--- src/rtl/mgmt_sram_wb_bridge_if.sv ---
// ---------------------------------------------------------------------------
// mgmt_sram_wb_bridge_if
//
// Bundles every bus-level signal of the management SRAM bridge:
//   - Wishbone slave side   : wb_cyc_i, wb_stb_i, wb_we_i, wb_sel_i, wb_adr_i,
//                             wb_dat_i (in) / wb_dat_o, wb_ack_o (out)
//   - read-only request port: ro_req, ro_addr (in) / ro_busy, ro_data,
//                             ro_valid (out)
//   - RAM macro pins        : mem_ena, mem_wen, mem_addr, mem_wdata (out) /
//                             mem_rdata (in)
//
// The "slave" modport is the bridge's view. The "master" modport is the
// view of everything around the bridge: the Wishbone master, the housekeeping
// requester and the RAM macro that returns mem_rdata.
// ---------------------------------------------------------------------------
interface mgmt_sram_wb_bridge_if #(
  parameter int AW = 8,
  parameter int DW = 32
);
  // Wishbone
  logic          wb_cyc_i;
  logic          wb_stb_i;
  logic          wb_we_i;
  logic [3:0]    wb_sel_i;
  logic [31:0]   wb_adr_i;
  logic [DW-1:0] wb_dat_i;
  logic [DW-1:0] wb_dat_o;
  logic          wb_ack_o;

  // Read-only request port
  logic          ro_req;
  logic [AW-1:0] ro_addr;
  logic          ro_busy;
  logic [DW-1:0] ro_data;
  logic          ro_valid;

  // RAM macro
  logic          mem_ena;
  logic [3:0]    mem_wen;
  logic [AW-1:0] mem_addr;
  logic [DW-1:0] mem_wdata;
  logic [DW-1:0] mem_rdata;

  modport slave (
    input  wb_cyc_i, wb_stb_i, wb_we_i, wb_sel_i, wb_adr_i, wb_dat_i,
    output wb_dat_o, wb_ack_o,
    input  ro_req, ro_addr,
    output ro_busy, ro_data, ro_valid,
    output mem_ena, mem_wen, mem_addr, mem_wdata,
    input  mem_rdata
  );

  modport master (
    output wb_cyc_i, wb_stb_i, wb_we_i, wb_sel_i, wb_adr_i, wb_dat_i,
    input  wb_dat_o, wb_ack_o,
    output ro_req, ro_addr,
    input  ro_busy, ro_data, ro_valid,
    input  mem_ena, mem_wen, mem_addr, mem_wdata,
    output mem_rdata
  );
endinterface

--- src/rtl/mgmt_sram_wb_bridge.sv ---
// ---------------------------------------------------------------------------
// mgmt_sram_wb_bridge
//
// Wishbone-slave front-end for the management SoC's 256x32 single-port
// DFFRAM, plus a single-word read-only request port used by housekeeping
// read-back. The two requesters are arbitrated round-robin onto the RAM.
//
// Ports:
//   core_clk  - system clock, rising edge
//   core_rst  - asynchronous active-high reset
//   bus       - mgmt_sram_wb_bridge_if.slave: Wishbone slave signals,
//               read-only request port and RAM macro pins
//
// Timing (cycle 0 = grant cycle, RAM enabled combinationally):
//   WB write : ack in cycle 1
//   WB read  : ack + data in cycle 2
//   RO read  : ro_valid + ro_data in cycle 2 (a new grant may share cycle 2)
// ---------------------------------------------------------------------------
module mgmt_sram_wb_bridge #(
  parameter int AW = 8,
  parameter int DW = 32
) (
  input  logic                  core_clk,
  input  logic                  core_rst,
  mgmt_sram_wb_bridge_if.slave  bus
);

  typedef enum logic [2:0] {
    IDLE    = 3'd0,
    WR_ACK  = 3'd1,
    RD_WAIT = 3'd2,
    RD_ACK  = 3'd3,
    RO_WAIT = 3'd4
  } state_t;

  state_t        state_q, state_d;
  logic          ro_pend_q, ro_pend_d;
  logic [AW-1:0] ro_addr_q, ro_addr_d;
  logic          last_ro_q, last_ro_d;   // 1 = last grant went to the RO port
  logic [DW-1:0] wb_dat_q, wb_dat_d;
  logic          wb_ack_q, wb_ack_d;
  logic [DW-1:0] ro_data_q, ro_data_d;
  logic          ro_valid_q, ro_valid_d;

  logic          wb_req;
  logic          grant_wb;
  logic          grant_ro;
  logic          ro_busy;

  logic          mem_ena;
  logic [3:0]    mem_wen;
  logic [AW-1:0] mem_addr;
  logic [DW-1:0] mem_wdata;

  // Only the word index of the byte address selects a RAM word.
  logic unused_adr;
  assign unused_adr = ^{bus.wb_adr_i[31:AW+2], bus.wb_adr_i[1:0]};

  assign wb_req  = bus.wb_cyc_i & bus.wb_stb_i;
  assign ro_busy = ro_pend_q | (state_q == RO_WAIT);

  // Arbitration. Requests are looked at only in IDLE, so a strobe still held
  // high during the ack cycle can never start a second access.
  always_comb begin
    grant_wb = 1'b0;
    grant_ro = 1'b0;
    if (state_q == IDLE) begin
      if (wb_req && ro_pend_q) begin
        grant_wb = last_ro_q;
        grant_ro = ~last_ro_q;
      end else begin
        grant_wb = wb_req;
        grant_ro = ro_pend_q;
      end
    end
  end

  // Next-state and registered-output logic.
  always_comb begin
    state_d    = state_q;
    ro_pend_d  = ro_pend_q;
    ro_addr_d  = ro_addr_q;
    last_ro_d  = last_ro_q;
    wb_dat_d   = wb_dat_q;
    wb_ack_d   = 1'b0;
    ro_data_d  = ro_data_q;
    ro_valid_d = 1'b0;

    unique case (state_q)
      IDLE: begin
        if (grant_wb) begin
          last_ro_d = 1'b0;
          if (bus.wb_we_i) begin
            state_d  = WR_ACK;
            wb_ack_d = 1'b1;       // ack lands in cycle 1
          end else begin
            state_d  = RD_WAIT;
          end
        end else if (grant_ro) begin
          last_ro_d = 1'b1;
          ro_pend_d = 1'b0;
          state_d   = RO_WAIT;
        end
      end
      WR_ACK: begin
        state_d = IDLE;
      end
      RD_WAIT: begin
        wb_dat_d = bus.mem_rdata;
        wb_ack_d = 1'b1;           // ack with data lands in cycle 2
        state_d  = RD_ACK;
      end
      RD_ACK: begin
        state_d = IDLE;
      end
      RO_WAIT: begin
        ro_data_d  = bus.mem_rdata;
        ro_valid_d = 1'b1;
        state_d    = IDLE;         // RAM is free again in cycle 2
      end
      default: begin
        state_d = IDLE;
      end
    endcase

    // A grant needs ro_pend_q=1, which makes ro_busy=1, so capture and
    // clear never coincide.
    if (bus.ro_req && !ro_busy) begin
      ro_pend_d = 1'b1;
      ro_addr_d = bus.ro_addr;
    end
  end

  always_ff @(posedge core_clk or posedge core_rst) begin
    if (core_rst) begin
      state_q    <= IDLE;
      ro_pend_q  <= 1'b0;
      last_ro_q  <= 1'b1;
      wb_dat_q   <= '0;
      wb_ack_q   <= 1'b0;
      ro_data_q  <= '0;
      ro_valid_q <= 1'b0;
    end else begin
      state_q    <= state_d;
      ro_pend_q  <= ro_pend_d;
      last_ro_q  <= last_ro_d;
      wb_dat_q   <= wb_dat_d;
      wb_ack_q   <= wb_ack_d;
      ro_data_q  <= ro_data_d;
      ro_valid_q <= ro_valid_d;
    end
  end

  // The latched address is only used while ro_pend_q is set, so it needs
  // no reset.
  always_ff @(posedge core_clk) begin
    ro_addr_q <= ro_addr_d;
  end

  // RAM pins are driven only in the grant cycle and forced quiet in reset so
  // an aborted transfer never reaches the macro.
  always_comb begin
    mem_ena   = 1'b0;
    mem_wen   = 4'b0000;
    mem_addr  = '0;
    mem_wdata = '0;
    if (!core_rst) begin
      if (grant_wb) begin
        mem_ena   = 1'b1;
        mem_addr  = bus.wb_adr_i[AW+1:2];
        mem_wen   = bus.wb_we_i ? bus.wb_sel_i : 4'b0000;
        mem_wdata = bus.wb_dat_i;
      end else if (grant_ro) begin
        mem_ena   = 1'b1;
        mem_addr  = ro_addr_q;
      end
    end
  end

  assign bus.mem_ena   = mem_ena;
  assign bus.mem_wen   = mem_wen;
  assign bus.mem_addr  = mem_addr;
  assign bus.mem_wdata = mem_wdata;

  assign bus.wb_dat_o  = wb_dat_q;
  assign bus.wb_ack_o  = wb_ack_q;
  assign bus.ro_busy   = ro_busy;
  assign bus.ro_data   = ro_data_q;
  assign bus.ro_valid  = ro_valid_q;

endmodule

--- src/flat_wrapper.sv ---
// flat-port wrapper written by rule: the top's interface ports become plain ports
module mgmt_sram_wb_bridge_flat 
#(
  parameter int AW = 8,
  parameter int DW = 32
)
  (core_clk, core_rst, bus_wb_cyc_i, bus_wb_stb_i, bus_wb_we_i, bus_wb_sel_i, bus_wb_adr_i, bus_wb_dat_i, bus_wb_dat_o, bus_wb_ack_o, bus_ro_req, bus_ro_addr, bus_ro_busy, bus_ro_data, bus_ro_valid, bus_mem_ena, bus_mem_wen, bus_mem_addr, bus_mem_wdata, bus_mem_rdata);
  mgmt_sram_wb_bridge_if #(.AW(AW), .DW(DW)) bus_i ();
  input  logic core_clk;
  input  logic core_rst;
  input wire logic [$bits(bus_i.wb_cyc_i)-1:0] bus_wb_cyc_i;
  input wire logic [$bits(bus_i.wb_stb_i)-1:0] bus_wb_stb_i;
  input wire logic [$bits(bus_i.wb_we_i)-1:0] bus_wb_we_i;
  input wire logic [$bits(bus_i.wb_sel_i)-1:0] bus_wb_sel_i;
  input wire logic [$bits(bus_i.wb_adr_i)-1:0] bus_wb_adr_i;
  input wire logic [$bits(bus_i.wb_dat_i)-1:0] bus_wb_dat_i;
  output wire logic [$bits(bus_i.wb_dat_o)-1:0] bus_wb_dat_o;
  output wire logic [$bits(bus_i.wb_ack_o)-1:0] bus_wb_ack_o;
  input wire logic [$bits(bus_i.ro_req)-1:0] bus_ro_req;
  input wire logic [$bits(bus_i.ro_addr)-1:0] bus_ro_addr;
  output wire logic [$bits(bus_i.ro_busy)-1:0] bus_ro_busy;
  output wire logic [$bits(bus_i.ro_data)-1:0] bus_ro_data;
  output wire logic [$bits(bus_i.ro_valid)-1:0] bus_ro_valid;
  output wire logic [$bits(bus_i.mem_ena)-1:0] bus_mem_ena;
  output wire logic [$bits(bus_i.mem_wen)-1:0] bus_mem_wen;
  output wire logic [$bits(bus_i.mem_addr)-1:0] bus_mem_addr;
  output wire logic [$bits(bus_i.mem_wdata)-1:0] bus_mem_wdata;
  input wire logic [$bits(bus_i.mem_rdata)-1:0] bus_mem_rdata;
  assign bus_i.wb_cyc_i = bus_wb_cyc_i;
  assign bus_i.wb_stb_i = bus_wb_stb_i;
  assign bus_i.wb_we_i = bus_wb_we_i;
  assign bus_i.wb_sel_i = bus_wb_sel_i;
  assign bus_i.wb_adr_i = bus_wb_adr_i;
  assign bus_i.wb_dat_i = bus_wb_dat_i;
  assign bus_wb_dat_o = bus_i.wb_dat_o;
  assign bus_wb_ack_o = bus_i.wb_ack_o;
  assign bus_i.ro_req = bus_ro_req;
  assign bus_i.ro_addr = bus_ro_addr;
  assign bus_ro_busy = bus_i.ro_busy;
  assign bus_ro_data = bus_i.ro_data;
  assign bus_ro_valid = bus_i.ro_valid;
  assign bus_mem_ena = bus_i.mem_ena;
  assign bus_mem_wen = bus_i.mem_wen;
  assign bus_mem_addr = bus_i.mem_addr;
  assign bus_mem_wdata = bus_i.mem_wdata;
  assign bus_i.mem_rdata = bus_mem_rdata;
  mgmt_sram_wb_bridge #(.AW(AW), .DW(DW)) u_core (.core_clk(core_clk), .core_rst(core_rst), .bus(bus_i));
endmodule
--- config.mk ---
export PLATFORM = sky130hd
export DESIGN_NAME = mgmt_sram_wb_bridge_flat
export DESIGN_NICKNAME = d
export VERILOG_FILES = /design/src/rtl/mgmt_sram_wb_bridge_if.sv /design/src/rtl/mgmt_sram_wb_bridge.sv /design/src/flat_wrapper.sv
export SDC_FILE = /design/constraint.sdc
export NUM_CORES = 1
export LEC_CHECK = 0
export CAP_MARGIN = 20
export CORE_MARGIN = 10
export CORE_UTILIZATION = 36
export CTS_CLUSTER_SIZE = 10
export DETAILED_ROUTE_END_ITERATION = 8
export GPL_ROUTABILITY_DRIVEN = 0
export PLACE_DENSITY = 0.94
export SYNTH_ARGS = -nofsm -noshare
export SYNTH_HDL_FRONTEND = slang
export SYNTH_SLANG_ARGS = --single-unit
--- constraint.sdc ---
create_clock -name core_clk -period 4.2 [get_ports core_clk]
set_input_delay 0.84 -clock core_clk [delete_from_list [all_inputs] [get_ports core_clk]]
set_output_delay 0.84 -clock core_clk [all_outputs]
set_load 0.005 [all_outputs]
==> run_summary.xml <==
<?xml version="1.0" encoding="UTF-8"?>
<metrics>
  <group name="run_status">
    <metric name="status" unit="">complete, no violations</metric>
  </group>
  <group name="power_and_ir_drop">
    <metric name="power_frac_comb" unit="%">48.1</metric>
    <metric name="irDropWorstVdd" unit="V">0.000351</metric>
    <metric name="power_frac_clock" unit="%">13.3</metric>
    <metric name="internal-power" unit="mW">2.47</metric>
    <metric name="netSwitchingPower" unit="mW">1.01</metric>
    <metric name="switching_share" unit="%">28.9</metric>
    <metric name="power_per_cell_area" unit="mW/mm^2">624</metric>
    <metric name="share_of_power_burned_in_registers" unit="%">38.6</metric>
    <metric name="total_leakage_power" unit="nW">2.28</metric>
  </group>
  <group name="critical_path">
    <metric name="critical_path.endpoint" unit="">bus_mem_addr[2]</metric>
    <metric name="worst_r2r_startpoint" unit="">u_core.state_q[2]$_DFFE_PP0P_</metric>
    <metric name="critical-path-slowest-cell" unit="">sky130_fd_sc_hd__clkdlybuf4s50_1</metric>
    <metric name="worst-r2r-setup-slack" unit="ps">2170</metric>
    <metric name="critical_path.cell_chain" unit="">clkdlybuf4s50_1, nand2_1, nor4_4, buf_4, a22o_2, clkdlybuf4s50_1</metric>
    <metric name="crit_path_frequent_cell" unit="">sky130_fd_sc_hd__clkdlybuf4s50_1</metric>
    <metric name="cp_slowest_stage_delay" unit="ps">530</metric>
    <metric name="timing.critical_path.required" unit="ps">3360</metric>
    <metric name="critical_path_peak_fanout" unit="">45</metric>
    <metric name="critPathKind" unit="">input pin to output pin</metric>
    <metric name="reg2reg_to" unit="">u_core.ro_addr_q[2]$_DFFE_PP_</metric>
    <metric name="timing.critical_path.from" unit="">bus_wb_cyc_i</metric>
    <metric name="critPathLaunchType" unit="">input pin</metric>
    <metric name="reg2reg_depth" unit="">4</metric>
    <metric name="timing.critical_path.arrival" unit="ps">2830</metric>
    <metric name="critical_path.endpoint_type" unit="">output pin</metric>
  </group>
  <group name="detailed_routing">
    <metric name="routed-via-count" unit="">2561</metric>
    <metric name="detail_route.vias_per_cell" unit="">4.76</metric>
    <metric name="drtAntennaViolNets" unit="">0</metric>
    <metric name="drt_drc_violations_left" unit="">0</metric>
    <metric name="detail_route.wl_per_cell" unit="um">19.8</metric>
    <metric name="drtPass1Iterations" unit="">4</metric>
    <metric name="number_of_drc_violations_after_detailed_routing_iteration_0" unit="">103</metric>
    <metric name="totalWireLength" unit="um">10600</metric>
  </group>
  <group name="timing">
    <metric name="report.final.hold_viol_count" unit="">0</metric>
    <metric name="final_period_minus_worst_setup_slack" unit="ps">3670</metric>
    <metric name="whs" unit="ps">507</metric>
    <metric name="setup_total_negative_slack" unit="ps">0</metric>
    <metric name="fin_crit_sh" unit="%">87.5</metric>
    <metric name="final.setup.worst_slack" unit="ps">527</metric>
    <metric name="timing.final.setup_violations" unit="">0</metric>
    <metric name="rsz0062_at_grt" unit="">no</metric>
    <metric name="drv_slew" unit="">0</metric>
    <metric name="relSlewSlack" unit="%">41.5</metric>
    <metric name="finalClockSkew" unit="ps">7.98</metric>
    <metric name="worst-slew-pin-transition" unit="ps">878</metric>
    <metric name="clock.fmax" unit="MHz">272</metric>
  </group>
  <group name="die">
    <metric name="floorplan.die_area" unit="mm^2">0.0134</metric>
    <metric name="ioPinCount" unit="">226</metric>
    <metric name="core.rowCount" unit="">34</metric>
    <metric name="design.core.area" unit="mm^2">0.00885</metric>
    <metric name="floorplan.die.width" unit="um">116</metric>
    <metric name="die_y" unit="um">116</metric>
    <metric name="initial_core_util" unit="%">37.4</metric>
  </group>
  <group name="clocking">
    <metric name="clock_tree.htree_level_count" unit="">3</metric>
    <metric name="clk_latency" unit="ps">330</metric>
    <metric name="cts-buffers-inserted" unit="">9</metric>
    <metric name="cts_tree" unit="">yes</metric>
    <metric name="cts_hold_buffers" unit="">0</metric>
    <metric name="cts_setup_buffers" unit="">0</metric>
    <metric name="clk_root_buffer_cell" unit="">sky130_fd_sc_hd__clkbuf_8</metric>
    <metric name="cts.sinks" unit="">79</metric>
    <metric name="maximum_buffer_depth_of_the_clock_tree" unit="">2</metric>
    <metric name="clkTransAtPathRegs" unit="ps">80</metric>
    <metric name="quantity_of_gates_resized_following_cts" unit="">0</metric>
  </group>
  <group name="min_path">
    <metric name="worstHoldPathType" unit="">flop to flop</metric>
  </group>
  <group name="job">
    <metric name="max_cap_viol_count" unit="">0</metric>
  </group>
  <group name="yosys">
    <metric name="syn_warnings" unit="">0</metric>
    <metric name="syn-cell-area" unit="mm^2">0.00331</metric>
    <metric name="syn-instance-count" unit="">223</metric>
    <metric name="ys_dominant_reg_cell" unit="">sky130_fd_sc_hd__dfrtp_1</metric>
    <metric name="synth.top_cell.area_share" unit="%">53.0</metric>
    <metric name="synth-edff-count" unit="">8</metric>
    <metric name="synth_most_common_cell" unit="">sky130_fd_sc_hd__dfrtp_1</metric>
    <metric name="share_of_synthesized_flip_flops_with_an_asynchronous_set_or_reset" unit="%">89.9</metric>
    <metric name="synthesis.area_per_instance" unit="um^2">14.8</metric>
    <metric name="synth_top_cells_by_area" unit="">sky130_fd_sc_hd__dfrtp_1 (53%), sky130_fd_sc_hd__mux2_2 (22%), sky130_fd_sc_hd__edfxtp_1 (7.3%)</metric>
    <metric name="number_of_nets_produced_by_synthesis" unit="">337</metric>
    <metric name="synth.lib_cells_used.distinct" unit="">28</metric>
    <metric name="synth.ff_latch_count" unit="">79</metric>
    <metric name="synth_top_area_cell" unit="">sky130_fd_sc_hd__dfrtp_1</metric>
    <metric name="synth_seq_area_share" unit="%">61.0</metric>
    <metric name="synth_commonest_cells" unit="">sky130_fd_sc_hd__dfrtp_1 (70), sky130_fd_sc_hd__mux2_2 (64), sky130_fd_sc_hd__and2_2 (30)</metric>
  </group>
  <group name="cells_and_area">
    <metric name="antenna_cells" unit="">0</metric>
    <metric name="finalNetCount" unit="">541</metric>
    <metric name="finish.instance_area" unit="mm^2">0.00558</metric>
    <metric name="area_delta_synth_final" unit="%">68.6</metric>
    <metric name="finish.utilization" unit="%">63.0</metric>
    <metric name="post_route_cells_drive_above_1_share" unit="%">28.6</metric>
  </group>
  <group name="place">
    <metric name="portBuffers" unit="">201</metric>
    <metric name="preCtsSetupSlack" unit="ps">513</metric>
    <metric name="dpl-instance-area" unit="mm^2">0.00543</metric>
    <metric name="post-dp-hpwl" unit="um">8440</metric>
  </group>
  <group name="global_routing">
    <metric name="grt_max_degree" unit="">72</metric>
    <metric name="grt.overflow.total" unit="">0</metric>
    <metric name="grt_pass1_vias" unit="">2835</metric>
    <metric name="number_of_antenna_violations_at_the_first_check_in_global_routing" unit="">0</metric>
    <metric name="grt_first_pass_wirelength" unit="um">15700</metric>
    <metric name="track_usage" unit="%">15.1</metric>
  </group>
</metrics>
==> worst max-delay path, delay by kind of cell <==
family | cells | cell delay, ps
AND/OR/NAND/NOR | 2 | 410
AO/OA/AOI/OAI | 1 | 200
buffers and inverters | 3 | 1370
==> cell usage in the layout, fill, tap and decap left out, types with 2 or more instances in the layout <==
cell type,n
sky130_fd_sc_hd__and3_1,5
sky130_fd_sc_hd__or2_2,2
sky130_fd_sc_hd__and2_2,31
sky130_fd_sc_hd__edfxtp_1,8
sky130_fd_sc_hd__inv_4,2
sky130_fd_sc_hd__and2_1,2
sky130_fd_sc_hd__clkbuf_8,9
sky130_fd_sc_hd__a22o_1,4
sky130_fd_sc_hd__a21o_1,3
sky130_fd_sc_hd__nand2_1,2
sky130_fd_sc_hd__clkdlybuf4s50_1,201
sky130_fd_sc_hd__buf_4,4
sky130_fd_sc_hd__nor3_1,3
sky130_fd_sc_hd__mux2_2,64
sky130_fd_sc_hd__a22o_2,4
sky130_fd_sc_hd__nor2_1,2
sky130_fd_sc_hd__clkinv_2,2
sky130_fd_sc_hd__dfrtp_1,70
==> sequential cells by signal (all words and copies together), names as in the netlist <==
register / count
u_core.bus.ro_data: 32
u_core.bus.wb_dat_o: 32
u_core.ro_addr_q: 8
u_core.state_q: 3
u_core.bus.ro_valid: 1
u_core.bus.wb_ack_o: 1
u_core.last_ro_q: 1
u_core.ro_pend_q: 1
==> layout make-up <==
type                            count  area (um^2)
Fill cell                         684         3270
Timing Repair Buffer              205         2040
Sequential cell                    79         2020
Multi-Input combinational cell    131         1230
Tap cell                          108          135
Clock buffer                       10          128
Clock inverter                      4         22.5
Inverter                            1         3.75
==> power groups by stage <==
stage          Combinational (mW)  Sequential (mW)  Clock (mW)
3_5_place_dp                 1.71             1.36           0
6_report                     1.67             1.34       0.463
4_1_cts                      1.72             1.35       0.482
2_1_floorplan               0.658             1.36           0
5_1_grt                      1.80             1.40       0.520
3_3_place_gp                 1.66             1.33           0
==> per-stage QoR <==
stage	instances	power, mW
after floorplan	223	2.02
after global routing	538	3.71
after CTS	538	3.55
final	538	3.48
after detailed placement	524	3.07
after global placement	524	2.99
==> metal layers <==
layer,vias to the layer above,track usage [%],share of wire [%]
met2,138,27.6,52
met4,0,3.17,0.69
met3,8,8.22,13
met1,1228,14.6,34
met5,-,0,0
li1,1187,-,-
==> worst min-delay path by stage <==
stage	startpoint	slack, ps	end	cells past startpoint
final	u_core.bus.ro_data[23]$_DFFE_PP0P_	510	u_core.bus.ro_data[23]$_DFFE_PP0P_	1
after global routing	u_core.bus.ro_data[2]$_DFFE_PP0P_	520	u_core.bus.ro_data[2]$_DFFE_PP0P_	1
after CTS	u_core.bus.ro_data[23]$_DFFE_PP0P_	510	u_core.bus.ro_data[23]$_DFFE_PP0P_	1
after detailed placement	u_core.bus.wb_dat_o[25]$_DFFE_PP0N_	490	u_core.bus.wb_dat_o[25]$_DFFE_PP0N_	1
after global placement	u_core.bus.wb_dat_o[25]$_DFFE_PP0N_	490	u_core.bus.wb_dat_o[25]$_DFFE_PP0N_	1
after floorplan	u_core.last_ro_q$_DFFE_PP1P_	500	u_core.last_ro_q$_DFFE_PP1P_	2
==> logic make-up (layout without fill, tap and decap cells) <==
logic type | after synthesis | in the layout | share of synthesized area, %
flip-flops | 79 | 79 | 61.0
multiplexers | 64 | 64 | 21.8
AND/OR/NAND/NOR | 54 | 54 | 11.8
AO/OA/AOI/OAI | 13 | 13 | 3.33
buffers and inverters | 13 | 220 | 2.08
No activity file was read; power rests on OpenSTA's default activity.
